**src/rtl/ext_bus_pkg.sv**
```systemverilog
`default_nettype none
// ============================================================================
// Module      : ext_bus_pkg
// Description : Shared types and helpers for the external bridge bus arbiter.
// Revision    : 1.0 - initial release
// ============================================================================
package ext_bus_pkg;

    localparam int ARB_FIXED = 0;
    localparam int ARB_RR    = 1;

    typedef enum logic [1:0] {
        IDLE = 2'd0,
        BUS  = 2'd1,
        DONE = 2'd2
    } state_t;

    // Width of a master index; never narrower than one bit.
    function automatic int grant_w(input int n);
        return (n <= 2) ? 1 : $clog2(n);
    endfunction

endpackage
`default_nettype wire

```
**src/rtl/ext_bus_rr_select.sv**
```systemverilog
`default_nettype none
// ============================================================================
// Module      : ext_bus_rr_select
// Description : Combinational request selector, fixed-priority or round-robin.
// Revision    : 1.0 - initial release
// ============================================================================
module ext_bus_rr_select #(
    parameter int N  = 2,
    parameter int GW = 1
) (
    input  logic [N-1:0]  i_req,
    input  logic [GW-1:0] i_ptr,
    input  logic          i_rr_mode,
    output logic          o_valid,
    output logic [N-1:0]  o_grant_oh,
    output logic [GW-1:0] o_grant_idx
);

    int w_start;
    int w_idx;

    // Scan from the start index and wrap; fixed mode always starts at 0.
    always_comb begin
        o_valid     = 1'b0;
        o_grant_oh  = '0;
        o_grant_idx = '0;
        w_idx       = 0;
        w_start     = i_rr_mode ? int'(i_ptr) : 0;
        for (int k = 0; k < N; k++) begin
            w_idx = w_start + k;
            if (w_idx >= N) begin
                w_idx = w_idx - N;
            end
            if (!o_valid && i_req[w_idx]) begin
                o_valid            = 1'b1;
                o_grant_oh[w_idx]  = 1'b1;
                o_grant_idx        = GW'(w_idx);
            end
        end
    end

endmodule
`default_nettype wire

```
**src/rtl/ext_bus_arbiter.sv**
```systemverilog
`default_nettype none
// ============================================================================
// Module      : ext_bus_arbiter
// Description : N-to-1 external bridge bus arbiter with acknowledge timeout.
// Revision    : 1.0 - initial release
// ============================================================================
module ext_bus_arbiter
    import ext_bus_pkg::*;
#(
    parameter int NUM_MASTERS = 2,
    parameter int ADDR_W      = 11,
    parameter int DATA_W      = 16,
    parameter int ARB_MODE    = 0,
    parameter int TIMEOUT     = 255
) (
    input  logic                                clk_clk,
    input  logic                                reset_reset,
    input  logic [NUM_MASTERS-1:0]              m_bus_enable,
    input  logic [NUM_MASTERS-1:0]              m_rw,
    input  logic [NUM_MASTERS*ADDR_W-1:0]       m_address,
    input  logic [NUM_MASTERS*(DATA_W/8)-1:0]   m_byte_enable,
    input  logic [NUM_MASTERS*DATA_W-1:0]       m_write_data,
    output logic [DATA_W-1:0]                   m_read_data,
    output logic [NUM_MASTERS-1:0]              m_acknowledge,
    output logic                                m_error,
    output logic [NUM_MASTERS-1:0]              m_irq,
    output logic [ADDR_W-1:0]                   ext_address,
    output logic                                ext_bus_enable,
    output logic [DATA_W/8-1:0]                 ext_byte_enable,
    output logic                                ext_rw,
    output logic [DATA_W-1:0]                   ext_write_data,
    input  logic [DATA_W-1:0]                   ext_read_data,
    input  logic                                ext_acknowledge,
    input  logic                                ext_irq,
    output logic                                busy,
    output logic [grant_w(NUM_MASTERS)-1:0]     grant_id
);

    localparam int c_gw      = grant_w(NUM_MASTERS);
    localparam int c_be_w    = DATA_W / 8;
    localparam int c_cnt_w   = (TIMEOUT < 2) ? 1 : $clog2(TIMEOUT);
    localparam int c_to_last = (TIMEOUT == 0) ? 0 : TIMEOUT - 1;

    state_t                 r_state;
    state_t                 w_next_state;
    logic [c_gw-1:0]        r_ptr;
    logic [c_cnt_w-1:0]     r_cnt;
    logic [c_gw-1:0]        r_grant_id;
    logic [ADDR_W-1:0]      r_ext_address;
    logic                   r_ext_bus_enable;
    logic [c_be_w-1:0]      r_ext_byte_enable;
    logic                   r_ext_rw;
    logic [DATA_W-1:0]      r_ext_write_data;
    logic [DATA_W-1:0]      r_read_data;
    logic [NUM_MASTERS-1:0] r_ack;
    logic                   r_error;

    logic                   w_req_valid;
    logic [NUM_MASTERS-1:0] w_grant_oh;
    logic [c_gw-1:0]        w_grant_idx;
    logic [ADDR_W-1:0]      w_sel_addr;
    logic [c_be_w-1:0]      w_sel_be;
    logic                   w_sel_rw;
    logic [DATA_W-1:0]      w_sel_wdata;
    logic                   w_timeout;
    logic [c_gw-1:0]        w_ptr_next;
    logic [NUM_MASTERS-1:0] w_ack_oh;

    ext_bus_rr_select #(
        .N  (NUM_MASTERS),
        .GW (c_gw)
    ) u_select (
        .i_req       (m_bus_enable),
        .i_ptr       (r_ptr),
        .i_rr_mode   (ARB_MODE == ARB_RR),
        .o_valid     (w_req_valid),
        .o_grant_oh  (w_grant_oh),
        .o_grant_idx (w_grant_idx)
    );

    // One-hot AND-OR mux of the winning master's request fields.
    always_comb begin
        w_sel_addr  = '0;
        w_sel_be    = '0;
        w_sel_rw    = 1'b0;
        w_sel_wdata = '0;
        for (int i = 0; i < NUM_MASTERS; i++) begin
            if (w_grant_oh[i]) begin
                w_sel_addr  = w_sel_addr  | m_address[i*ADDR_W +: ADDR_W];
                w_sel_be    = w_sel_be    | m_byte_enable[i*c_be_w +: c_be_w];
                w_sel_rw    = w_sel_rw    | m_rw[i];
                w_sel_wdata = w_sel_wdata | m_write_data[i*DATA_W +: DATA_W];
            end
        end
    end

    assign w_timeout  = (TIMEOUT != 0) && (r_cnt == c_cnt_w'(c_to_last));
    assign w_ptr_next = (r_grant_id == c_gw'(NUM_MASTERS - 1)) ? '0 : r_grant_id + 1'b1;
    assign w_ack_oh   = NUM_MASTERS'(1) << r_grant_id;

    always_comb begin
        w_next_state = r_state;
        case (r_state)
            IDLE:    if (w_req_valid) w_next_state = BUS;
            BUS:     if (ext_acknowledge || w_timeout) w_next_state = DONE;
            DONE:    w_next_state = IDLE;
            default: w_next_state = IDLE;
        endcase
    end

    always_ff @(posedge clk_clk) begin
        if (reset_reset) begin
            r_state <= IDLE;
        end else begin
            r_state <= w_next_state;
        end
    end

    always_ff @(posedge clk_clk) begin
        if (reset_reset) begin
            r_ptr             <= '0;
            r_cnt             <= '0;
            r_grant_id        <= '0;
            r_ext_address     <= '0;
            r_ext_bus_enable  <= 1'b0;
            r_ext_byte_enable <= '0;
            r_ext_rw          <= 1'b0;
            r_ext_write_data  <= '0;
            r_read_data       <= '0;
            r_ack             <= '0;
            r_error           <= 1'b0;
        end else begin
            // Acknowledge and error are single-cycle pulses covering DONE only.
            r_ack   <= '0;
            r_error <= 1'b0;
            case (r_state)
                IDLE: begin
                    if (w_req_valid) begin
                        r_ext_address     <= w_sel_addr;
                        r_ext_byte_enable <= w_sel_be;
                        r_ext_rw          <= w_sel_rw;
                        r_ext_write_data  <= w_sel_wdata;
                        r_ext_bus_enable  <= 1'b1;
                        r_grant_id        <= w_grant_idx;
                    end
                end
                BUS: begin
                    r_cnt <= r_cnt + 1'b1;
                    if (ext_acknowledge) begin
                        if (r_ext_rw) begin
                            r_read_data <= ext_read_data;
                        end
                        r_ack            <= w_ack_oh;
                        r_ext_bus_enable <= 1'b0;
                    end else if (w_timeout) begin
                        r_read_data      <= '0;
                        r_error          <= 1'b1;
                        r_ack            <= w_ack_oh;
                        r_ext_bus_enable <= 1'b0;
                    end
                end
                DONE: begin
                    r_ptr <= w_ptr_next;
                    r_cnt <= '0;
                end
                default: begin
                    r_cnt <= '0;
                end
            endcase
        end
    end

    assign ext_address     = r_ext_address;
    assign ext_bus_enable  = r_ext_bus_enable;
    assign ext_byte_enable = r_ext_byte_enable;
    assign ext_rw          = r_ext_rw;
    assign ext_write_data  = r_ext_write_data;
    assign m_read_data     = r_read_data;
    assign m_acknowledge   = r_ack;
    assign m_error         = r_error;
    assign m_irq           = {NUM_MASTERS{ext_irq}};
    assign busy            = (r_state == BUS) || (r_state == DONE);
    assign grant_id        = r_grant_id;

endmodule
`default_nettype wire

```
**config.mk**
```make
export PLATFORM = sky130hd
export DESIGN_NAME = ext_bus_arbiter
export DESIGN_NICKNAME = d
export VERILOG_FILES = /design/src/rtl/ext_bus_pkg.sv /design/src/rtl/ext_bus_rr_select.sv /design/src/rtl/ext_bus_arbiter.sv
export SDC_FILE = /design/constraint.sdc
export NUM_CORES = 1
export LEC_CHECK = 0
export CORE_ASPECT_RATIO = 1.4
export CORE_MARGIN = 1
export CORE_UTILIZATION = 30
export DETAILED_ROUTE_END_ITERATION = 7
export PLACE_DENSITY = 0.7
export SLEW_MARGIN = 40
export SYNTH_ARGS = -nofsm -noshare
export SYNTH_HDL_FRONTEND = slang
export SYNTH_SLANG_ARGS = --single-unit
```
**constraint.sdc**
```tcl
create_clock -name clk_clk -period 1.5 [get_ports clk_clk]
set_input_delay 0.3 -clock clk_clk [delete_from_list [all_inputs] [get_ports clk_clk]]
set_output_delay 0.3 -clock clk_clk [all_outputs]
set_load 0.02 [all_outputs]
```
---- After elaboration in Yosys (flattened, before gate mapping) ----
Cells that the tools add are included.
storage, ports and cells
  flip-flop bits (word level) ............. 61
  input port bits ......................... 82
  output and inout port bits .............. 54
  word-level logic and storage cells ...... 65
cells by class
  $add $sub $neg .......................... 1
  equal/unequal tests ..................... 7
  shift-type cells ........................ 1
  multiplexer cells ....................... 27
  bitwise gates (word level) .............. 5
  reductions and logical operators ........ 13
operators by type and width
  kind                                                                      count
  16-bit two-way mux                                                        5
  11-bit two-way mux                                                        2
  16-bit bitwise OR                                                         1
  8-bit case mux with 2 select lines                                        1
  2-bit two-way mux                                                         7
  11-bit bitwise OR                                                         1
  1-bit two-way mux                                                         10
  8-bit by 1-bit adder with 8-bit output (second input constant)            1
  8-bit equality test (second input constant)                               1
  3-bit AND reduction                                                       2
  2-bit by 1-bit inequality test with 1-bit output (second input constant)  2
  2-bit case mux with 2 select lines                                        1
  2-bit AND reduction                                                       2
  2-bit nonzero test                                                        2
  3-bit inequality test (second input constant)                             1
  3-bit OR reduction                                                        1
  2-bit by 1-bit equality test with 1-bit output (second input constant)    1
  2-bit equality test (second input constant)                               1
  2-bit zero test                                                           1
  1-bit logical OR                                                          2
  2-bit inequality test (second input constant)                             1
  2-bit bitwise OR                                                          1
  1-bit case mux with 2 select lines                                        1
  2-bit OR reduction                                                        1
  other kinds (5)                                                           5

---- Logic depth before layout (Yosys ltp) ----
Gate-level depths: netlist (run 1).
  word-level depth ........................ 7
  gate-level depth with buffers ........... 7
  mapped depth without buffers ............ 6

---- Hierarchy ----
Synthesis (run 1) repeated with hierarchy kept, for this count alone.
second synthesis, totals
  cells, all modules ...................... 303
  area, all modules ....................... 2691.3 um^2
by module, submodules not included
  module             times used  cells an instance  area an instance (um^2)  seq. area each (um^2)
  ext_bus_arbiter    1           297                2656.3                   1241.2
  ext_bus_rr_select  1           6                  35.0                     0.0

---- Worst setup path after synthesis (run 1) ----
No wires, ideal clock.
  kind .................................... flip-flop to flip-flop
  start ................................... register r_state[0]
  end ..................................... register r_cnt[7]
  setup time .............................. 0.072 ns
  data arrival time ....................... 1.394 ns
  data required time ...................... 1.428 ns
  setup slack ............................. 0.034 ns
  cell stages (with the launch flop) ...... 6
  path buffers ............................ 0
  clock period less this slack ............ 1.466 ns
  cell sequence ........................... dfxtp_1 > inv_1 > ha_1 > nand4b_1 > or3_2 > a21oi_1
between the ends
  longest elaborated chain between the ends .. 2
  elaborated cells on any way between the ends .. 3
  classes of those cells .................. eq/ne: 1; mux: 1; reduce/logical: 1
RTL lines
  what                                                                               line                    RTL
  from (decl)                                                                        ext_bus_arbiter.sv:44   state_t r_state;
  from (signal assigned)                                                             ext_bus_arbiter.sv:115  r_state <= w_next_state;
  2-bit by 1-bit equality test with 1-bit output or 2-bit zero test (tied branches)  ext_bus_arbiter.sv:136  case (r_state)
  8-bit case mux with 2 select lines                                                 ext_bus_arbiter.sv:136
  to (signal assigned)                                                               ext_bus_arbiter.sv:148  r_cnt <= r_cnt + 1'b1;
  to (decl)                                                                          ext_bus_arbiter.sv:47   logic [c_cnt_w-1:0] r_cnt;
Parallel ways exist; a longest one is shown, timed or not.
A chain may end at the register's enable or synchronous reset.

---- Worst setup path in the final report (run 1) ----
  start ................................... register r_state[0]
  end ..................................... output busy
between the ends
  longest elaborated chain between the ends .. 2
  elaborated cells on any way between the ends .. 3
  classes of those cells .................. eq/ne: 2; reduce/logical: 1
RTL lines
  what                                                                                   line                    RTL
  2-bit by 1-bit equality test with 1-bit output or 2-bit equality test (tied branches)  -
  1-bit logical OR (*)                                                                   ext_bus_arbiter.sv:182  assign busy = (r_state == BUS) || (r_state == DONE);
  to (decl)                                                                              ext_bus_arbiter.sv:35   output logic busy,
Mark *: on every way between the ends. The rest lies on a longest branch, timed or not.

==> results of run 1 <==
[flip-flops by register name, summed over array words and instances (netlist names)]
name,cells
ext_write_data,16
m_read_data,16
ext_address,11
r_cnt,8
ext_byte_enable,2
m_acknowledge,2
r_state,2
ext_bus_enable,1
ext_rw,1
grant_id,1
m_error,1
[logic make-up after synthesis]
logic type | Yosys count
AO/OA/AOI/OAI | 92
AND/OR/NAND/NOR | 81
flip-flops | 61
buffers and inverters | 26
XOR/XNOR | 5
adder cells (fa/ha/maj) | 5
multiplexers | 2
[worst paths after layout]
| kind | start | slack (ns) | to | cells past startpoint |
|---|---|---|---|---|
| setup / recovery | r_state[0]$_SDFFE_PP0P_ | 0.07 | busy | 3 |
| hold / removal | m_read_data[7]$_SDFFE_PP0P_ | 0.47 | m_read_data[7]$_SDFFE_PP0P_ | 1 |
| setup reg to reg | r_state[0]$_SDFFE_PP0P_ | 0.07 | r_cnt[5]$_SDFFE_PP0P_ | 6 |
| hold reg to reg | m_read_data[7]$_SDFFE_PP0P_ | 0.47 | m_read_data[7]$_SDFFE_PP0P_ | 1 |
[synthesized netlist by cell type (2+ instances only)]
master and instances:
xnor2_1 2, inv_1 4, dfxtp_1 61, a22o_1 16, mux2i_1 2, buf_1 5
clkbuf_1 8, buf_4 3, a21oi_1 6, nor3b_1 3, ha_1 5, nand3_1 2
nor2_1 50, buf_2 5, a211oi_1 32, o22ai_1 19, nand2_1 13, xor2_1 3
nand2b_1 3, o21ai_0 13
[what timing repair did]
action / 4_1_cts / 5_1_grt
buffers inserted: 1 / 1
pin swaps: 2 / 10
gates cloned: 1 / 0
setup endpoints to repair: 77 / 35
gates resized for setup: 62 / 14
[cell type report]
class                      count  area, sq um
timing repair buffer         158         1510
clock buffer                  13          179
inverter                       4         15.0
sequential                    61         1220
clock inverter                 3         65.1
multi-input combinational    185         1230
tap                          100          125
fill                         761         3540
[per-stage QoR]
step	total power [mW]	std cells	TNS, ns
CTS	5.42	524	-0.0173
global route	5.66	524	-0.00871
finish	5.37	524	0
detailed placement	3.73	506	-10.46
floorplan	2.83	272	0
global placement	3.70	506	-12.11
[report_power, final]
part / leakage, nW / internal [mW] / switching, mW
Clock: 0.126 / 1.11 / 0.610
Sequential: 0.502 / 1.84 / 0.109
Combinational: 1.24 / 0.816 / 0.884
Total: 1.87 / 3.77 / 1.60
[worst reg2reg max path, delay by kind of cell (launching register included)]
family | cells | cell delay [ns]
simple gates | 2 | 0.52
flops | 1 | 0.35
buf+inv | 2 | 0.22
fa+ha+maj | 1 | 0.16
compound gates | 1 | 0.12
[per-layer routing]
layer / global-route usage / up-vias / part of all wire
met5: 0 / - / 0
met4: 0.0779 / 0 / 0.017
met3: 0.0515 / 10 / 0.076
met2: 0.312 / 98 / 0.50
met1: 0.190 / 1186 / 0.40
li1: - / 1280 / -
==> flow_results.org, run 1 <==
** Outcome
- The run finished with clean final reports.

** Logic synthesis
- For this run, the number of Yosys warnings is 0.
- The share of synthesized area in the top cell type comes to 0.491.
- Post-synthesis sequential area ratio :: 0.491
- Number of enable-type register cells in the synthesized netlist :: 0
- Of the total synthesized cell area, the portion taken by XOR and XNOR cells is 0.0176.
- The synthesized design contains 61 register bits.
- By area the synthesized netlist is led by dfxtp_1 (49%), a211oi_1 (9.7%), nor2_1 (7.5%).
- Compound-Gate Fraction of Synth Area :: 0.263
- Top FF cell, synth :: dfxtp_1
- Averaged over all synthesized cells, the footprint is 9.14 sq um.
- Share of async-settable or async-resettable flops after synthesis :: 0
- Counting every net in the synthesized netlist gives 359.
- The synthesized netlist occupies a cell area of 2490 sq um.
- Post-Synthesis Cells :: 272
- Summed over all instances, the cell type with the most area after synthesis is dfxtp_1.
- Largest family of logic cells by synthesized area :: compound AO/OA/AOI/OAI gates
- Multiplexer area fraction after synthesis :: 0.00805
- Synth cell types :: 37
- Fraction of the mapped netlist area in simple logic gates :: 0.146
- Synthesized-area fraction occupied by adder cells :: 0.0252

** Detailed routing
- Dividing the detail-routed via count by the number of cells gives 4.91.
- Summed over all layers, the routed wires come to 7.36 mm.
- Average detailed-routed wire length per instance :: 14.0 microns
- Number of iterations in the first detailed-routing pass :: 4
- The detailed router placed 2,574 vias in this run.
- In this run, the number of DRC markers left after iteration 0 of detailed routing was 52.
- DRC violation count after routing :: 0
- Antenna-violating nets left :: 0

** STA
- The final number of hold-violating endpoints came to 0.
- Min cycle time layout :: 1.43 ns
- At the pin with the least slew margin, the transition time is 0.506 ns.
- Static timing analysis puts the maximum clock frequency at 697 MHz.
- Number of pins with negative max-slew slack in the final report :: 0
- Hold_ws :: 0.468 ns
- Setup violations remaining at the end of the flow were counted as 0.
- Final cycle utilization of the critical path :: 0.956
- PnR worst setup slack :: 0.0660 ns
- Final clock skew :: 0.00232 ns
- Headroom to the max-slew limit came out at 0.662.

** Worst setup path
- CP max-delay cell :: dfxtp_2
- Worst setup path class :: reg -> out
- Critical path peak fanout :: 3
- Critical Path, Cell by Cell :: inv_2 > ha_4 > buf_2
- Family with the most delay on the worst path :: flip-flops
- Endpoint kind of the worst setup timing path :: output pin
- STA classifies the critical path startpoint as a flip-flop.
- Required time worst endpoint :: 1.20 ns
- Number of buffers and inverters on the critical path :: 2
- Crit path DAT :: 1.13 ns
- Delay contributed by the slowest stage of the critical path :: 0.35 ns

** Global route
- The initial antenna violation count was 0.
- For this run the aggregate overflow at the end of global routing stands at 0.
- Global-route wire length before repair :: 11.7 mm
- Entering global routing, the biggest net connects 38 pins.
- Across every metal layer, demand over resource in global routing totals 0.175.
- The number of global-route vias before repair came to 2,525.

** Floorplanning
- Ports placed on the boundary :: 136
- The floorplan has 38 rows.
- The initial utilization of the core area, before any placement, comes to 0.315.
- In this run the horizontal extent of the chip is 78.9 microns.
- The die is 110 microns tall.
- The core region is 7890 sq um.
- Total Die Area :: 8660 sq um

** CTS
- In this run, post-CTS hold repair placed 0 buffers.
- After clock tree synthesis, the clock-pin slew on the worst setup and hold paths is 0.06 ns.
- For the worst-skew pair, the clock arrives at the later sink with an insertion delay of 0.33 ns.
- TritonCTS Buffers :: 9
- Root Driver :: clkbuf_8
- The H-tree was split into 3 levels.
- TritonCTS built the clock tree.
- TritonCTS sink count :: 61
- Clk buf depth :: 2

** Final layout
- Leaving out fill and tap cells, the most frequent cells in the layout are clkdlybuf4s50_1 (80), dfxtp_1 (58), dlygate4sd2_1 (51).
- The repair_antennas step left the layout with diodes totalling 0.
- Number of nets in the final layout :: 506
- Once layout is complete, the utilization of the core stands at 0.551.
- Fraction of layout cells with a size suffix above 1 :: 0.149
- Layout overhead on the synthesized area :: 74.9%
- Area of all placed cells without fillers :: 4350 sq um
- Most common cell after layout, fill and taps aside :: clkdlybuf4s50_1

** Place
- During placement, the flow inserted port buffers numbering 132.
- DP HPWL :: 5.40 mm
- Routability-driven placement finished with a final weighted congestion of 0.747.
- Post-detailed-placement cell area :: 4050 sq um
- Timing analysis after detailed placement gives a worst setup slack of -0.352 ns.

** Power
- In this run the static leakage power is 1.87 nW.
- Power Dens Cells :: 1240 nW/um^2
- IR analysis of the VDD net gives a maximum drop of 0.000821 V.

** Hold path
- Class of the tightest hold or removal check :: reg -> reg

** Flow run
- Max-cap violations in this run came to 0.
Power figures use the tool's default switching activity.
==> run 2, diff against run 1 <==
==> constraint.sdc (replaced) <==
create_clock -name clk_clk -period 1.5 [get_ports clk_clk]
set_input_delay 0.45 -clock clk_clk [delete_from_list [all_inputs] [get_ports clk_clk]]
set_output_delay 0.45 -clock clk_clk [all_outputs]
set_load 0.02 [all_outputs]
==> run 2 against run 1 <==
  * The run now ends with negative setup slack left
  * Utilization is 1.8 points higher
  * Clock power is 5% lower
  * Clock skew rose by 0.0025 ns
  * Flip-flop and latch count is the same
  * Routed wire length up 6.0%
  * Cell count up 1.3%
  * Critical path depth unchanged
  * Power is 1.3% higher
  * Highest routed layer unchanged
  * First-iteration DRC count grew 40%
  * Die area unchanged
==> flow_results.org, run 2 (same netlist as run 1, synthesis figures left out) <==
** Power
- The combinational share of power came to 0.338 (+0.022).
- Cell leakage power :: 1.84 nW (-1.6%)
- The part of the power in the clock network was 0.302 (-0.019).
- The power per cell area was 1210 nW/um^2 (-1.8%).
- The share of power burned in registers was 0.360 (-0.003).
- Net switching share of the total power :: 0.309 (+0.0104)
- The maximum vdd drop came to 0.000686 V (-16%).
- Internal portion of total power :: 3.76 mW (-0.17%)
- Switching Power :: 1.68 mW (+4.9%)
- Total chip power :: 5.44 mW (+1.3%)

** Detailed routing
- Number of iterations in the first detailed-routing pass :: 4 (unchanged)
- Via total after detailed routing :: 2,612 (+1.5%)
- The remaining design rule violation count was 0 (unchanged).
- The detailed route wirelength on metal3 is 602 microns (+7.7%).
- The first-iteration detailed-routing DRC count was 73 (+40%).
- The post-detailed-route via-to-cell ratio came to 4.92 (+0.14%).
- Antenna-violating nets left :: 0 (unchanged)
- The post-detailed-routing wire length came to 7.80 mm (+6.0%).
- The average wire per cell in the routed design came to 14.7 microns (+4.6%).
- The length of routed wiring on met1 is 3.16 mm (+6.4%).
- The met2 wirelength from detailed routing is 3.94 mm (+6.2%).
- Highest metal used :: met4

** Final layout
- The net count reported at finish is 513 (+1.4%).
- The post-layout utilization of the core was 0.569 (+0.0176).
- The total inserted antenna cells is 0 (unchanged).
- Layout overhead on the synthesized area :: 80.5%
- In the layout the commonest cells are clkdlybuf4s50_1 (77), dfxtp_1 (57), nor2_1 (49).
- Most common cell after layout, fill and taps aside :: clkdlybuf4s50_1
- Fraction of layout cells with a size suffix above 1 :: 0.179 (+0.0301)

** STA
- The worst slew margin relative to its limit was 0.743 (+0.0812).
- Hold_ws :: 0.471 ns (+0.00274 ns)
- Setup TNS :: -0.0785 ns (-0.0785 ns)
- Final number of hold-violating endpoints :: 0 (unchanged)
- Number of pins with negative max-slew slack in the final report :: 0 (unchanged)
- Actual transition at the worst max-transition pin :: 0.384 ns (-0.122 ns)
- Peak Freq :: 647 MHz (-7.2%)
- The minimum clock period came to 1.55 ns (+0.112 ns).
- Final cycle utilization of the critical path :: 1.03 (+0.0744)
- PnR worst setup slack :: -0.0457 ns (-0.112 ns)
- Final number of setup-violating endpoints :: 10 (+10)
- Final clock skew :: 0.00479 ns (+0.00247 ns)
- RSZ-0062 raised after global routing :: yes

** Worst setup path
- CP max-delay cell :: dfxtp_1
- The data arrival time of the critical path was 1.10 ns (-0.03 ns).
- Critical Path, Cell by Cell :: inv_2 > ha_4 > buf_6
- The worst setup path is of the reg -> out kind.
- The worst setup path is captured at an output pin.
- The highest cell delay on the worst timing path came to 0.33 ns (-0.02 ns).
- Crit start category :: flip-flop
- The worst path required time came to 1.05 ns (-0.15 ns).
- The biggest fanout along the worst timing path came to 4 (+1).

** Floorplanning
- The effective utilization at floorplan was 0.315 (unchanged).
- The I/O pin total is 136 (unchanged).
- The area of the core region is 7890 sq um (unchanged).
- The floorplan die height came to 110 microns (unchanged).
- The row count came to 38 (unchanged).
- The die extent in x is 78.9 microns (unchanged).
- Total Die Area :: 8660 sq um (unchanged)

** Hold path
- The worst hold path belongs to the class reg -> reg.

** Global route
- Number of antenna violations at the first check in global routing :: 0 (unchanged)
- Global-route wire length before repair :: 12.0 mm (+2.8%)
- The pin count of the biggest net entering global routing came to 38 (unchanged).
- The number of global-route vias before repair is 2,530 (+0.20%).
- Global route total overflow :: 0 (unchanged)
- The overall track demand over capacity in global routing came to 0.183 (+0.00806).

** Flow run
- The number of maximum-capacitance violations was 0 (unchanged).

** CTS
- TritonCTS sink count :: 61 (unchanged)
- Clk buf depth :: 2 (unchanged)
- The clock-pin transition on the worst setup and hold timing paths was 0.06 ns (about the same).
- The total CTS buffers is 9 (unchanged).
- Clock tree synthesis selected as its root buffer the cell clkbuf_8.
- Clock latency on the worst-skew pair :: 0.33 ns (about the same)
- TritonCTS clock tree :: built
- The H-tree depth came to 3 (unchanged).

** Place
- Routability congestion estimate :: 0.713 (-4.6%)
- Number of input and output port buffers inserted :: 132 (unchanged)
- DP HPWL :: 5.27 mm (-2.3%)
- Worst slack at placement :: -0.522 ns (-0.170 ns)

** Outcome
- The run finished, with violations left.
- Failing checks :: negative setup slack
-- run 2: per-layer routing --
layer	vias to the layer above	GRT usage
li1	1294	-
met1	1204	0.199
met2	105	0.321
met3	9	0.0556
met4	0	0.0896
met5	-	0
-- run 2: final timing paths --
path	depth (start not counted)	slack [ns]	end	startpoint
hold reg to reg	1	0.47	m_read_data[10]$_SDFFE_PP0P_	m_read_data[10]$_SDFFE_PP0P_
hold / removal	1	0.47	m_read_data[10]$_SDFFE_PP0P_	m_read_data[10]$_SDFFE_PP0P_
setup / recovery	3	-0.05	busy	r_state[1]$_SDFFE_PP0P_
setup reg to reg	6	-0.01	m_read_data[9]$_SDFFE_PP0P_	r_cnt[0]$_SDFFE_PP0P_
-- run 2: cell type report --
cell class                      instances  area (sq um)
Sequential cell                        61          1230
Clock buffer                           12           155
Tap cell                              100           125
Timing Repair Buffer                  164          1620
Fill cell                             741          3400
Multi-Input combinational cell        186          1280
Inverter                                4          15.0
Clock inverter                          4          70.1
-- run 2: power groups by stage --
| stage | combinational, mW | sequential [mW] | clock, mW |
|---|---|---|---|
| after floorplan | 0.616 | 2.22 | 0 |
| after global placement | 1.74 | 1.98 | 0 |
| after detailed placement | 1.76 | 1.98 | 0 |
| after CTS | 1.75 | 1.95 | 1.69 |
| after global routing | 1.98 | 1.98 | 1.76 |
| final | 1.84 | 1.96 | 1.64 |
-- run 2: what timing repair did --
| action | in CTS | in global routing |
|---|---|---|
| setup buffers | 2 | 2 |
| endpoints found under the hold margin | 0 | 0 |
| setup endpoints to repair | 79 | 81 |
| hold buffers | 0 | 0 |
| gates resized for setup | 76 | 52 |
| pin swaps | 3 | 5 |
| cloned | 2 | 0 |
-- run 2: metrics by stage --
| step | instance area [sq um] | cells |
|---|---|---|
| after detailed placement | 4080 | 510 |
| after global routing | 4490 | 531 |
| after floorplan | 2490 | 272 |
| after CTS | 4360 | 530 |
| final | 4490 | 531 |
| after global placement | 4070 | 510 |
-- run 2: worst max-delay path: cells and delay by family (launching register included) --
kind | cells | cell delay, ns
DFF | 1 | 0.33
buffers and inverters | 2 | 0.17
adders and majority gates | 1 | 0.27
==> run 3, diff against run 2 <==
--- a/config.mk
+++ b/config.mk
@@ -8,6 +8,8 @@
 export CORE_ASPECT_RATIO = 1.4
 export CORE_MARGIN = 1
 export CORE_UTILIZATION = 30
+export CTS_CLUSTER_DIAMETER = 60
+export CTS_CLUSTER_SIZE = 24
 export DETAILED_ROUTE_END_ITERATION = 7
 export PLACE_DENSITY = 0.7
 export SLEW_MARGIN = 40
==> results of run 3 <==
Final layout, timing and power as in run 2 (identical DEF).
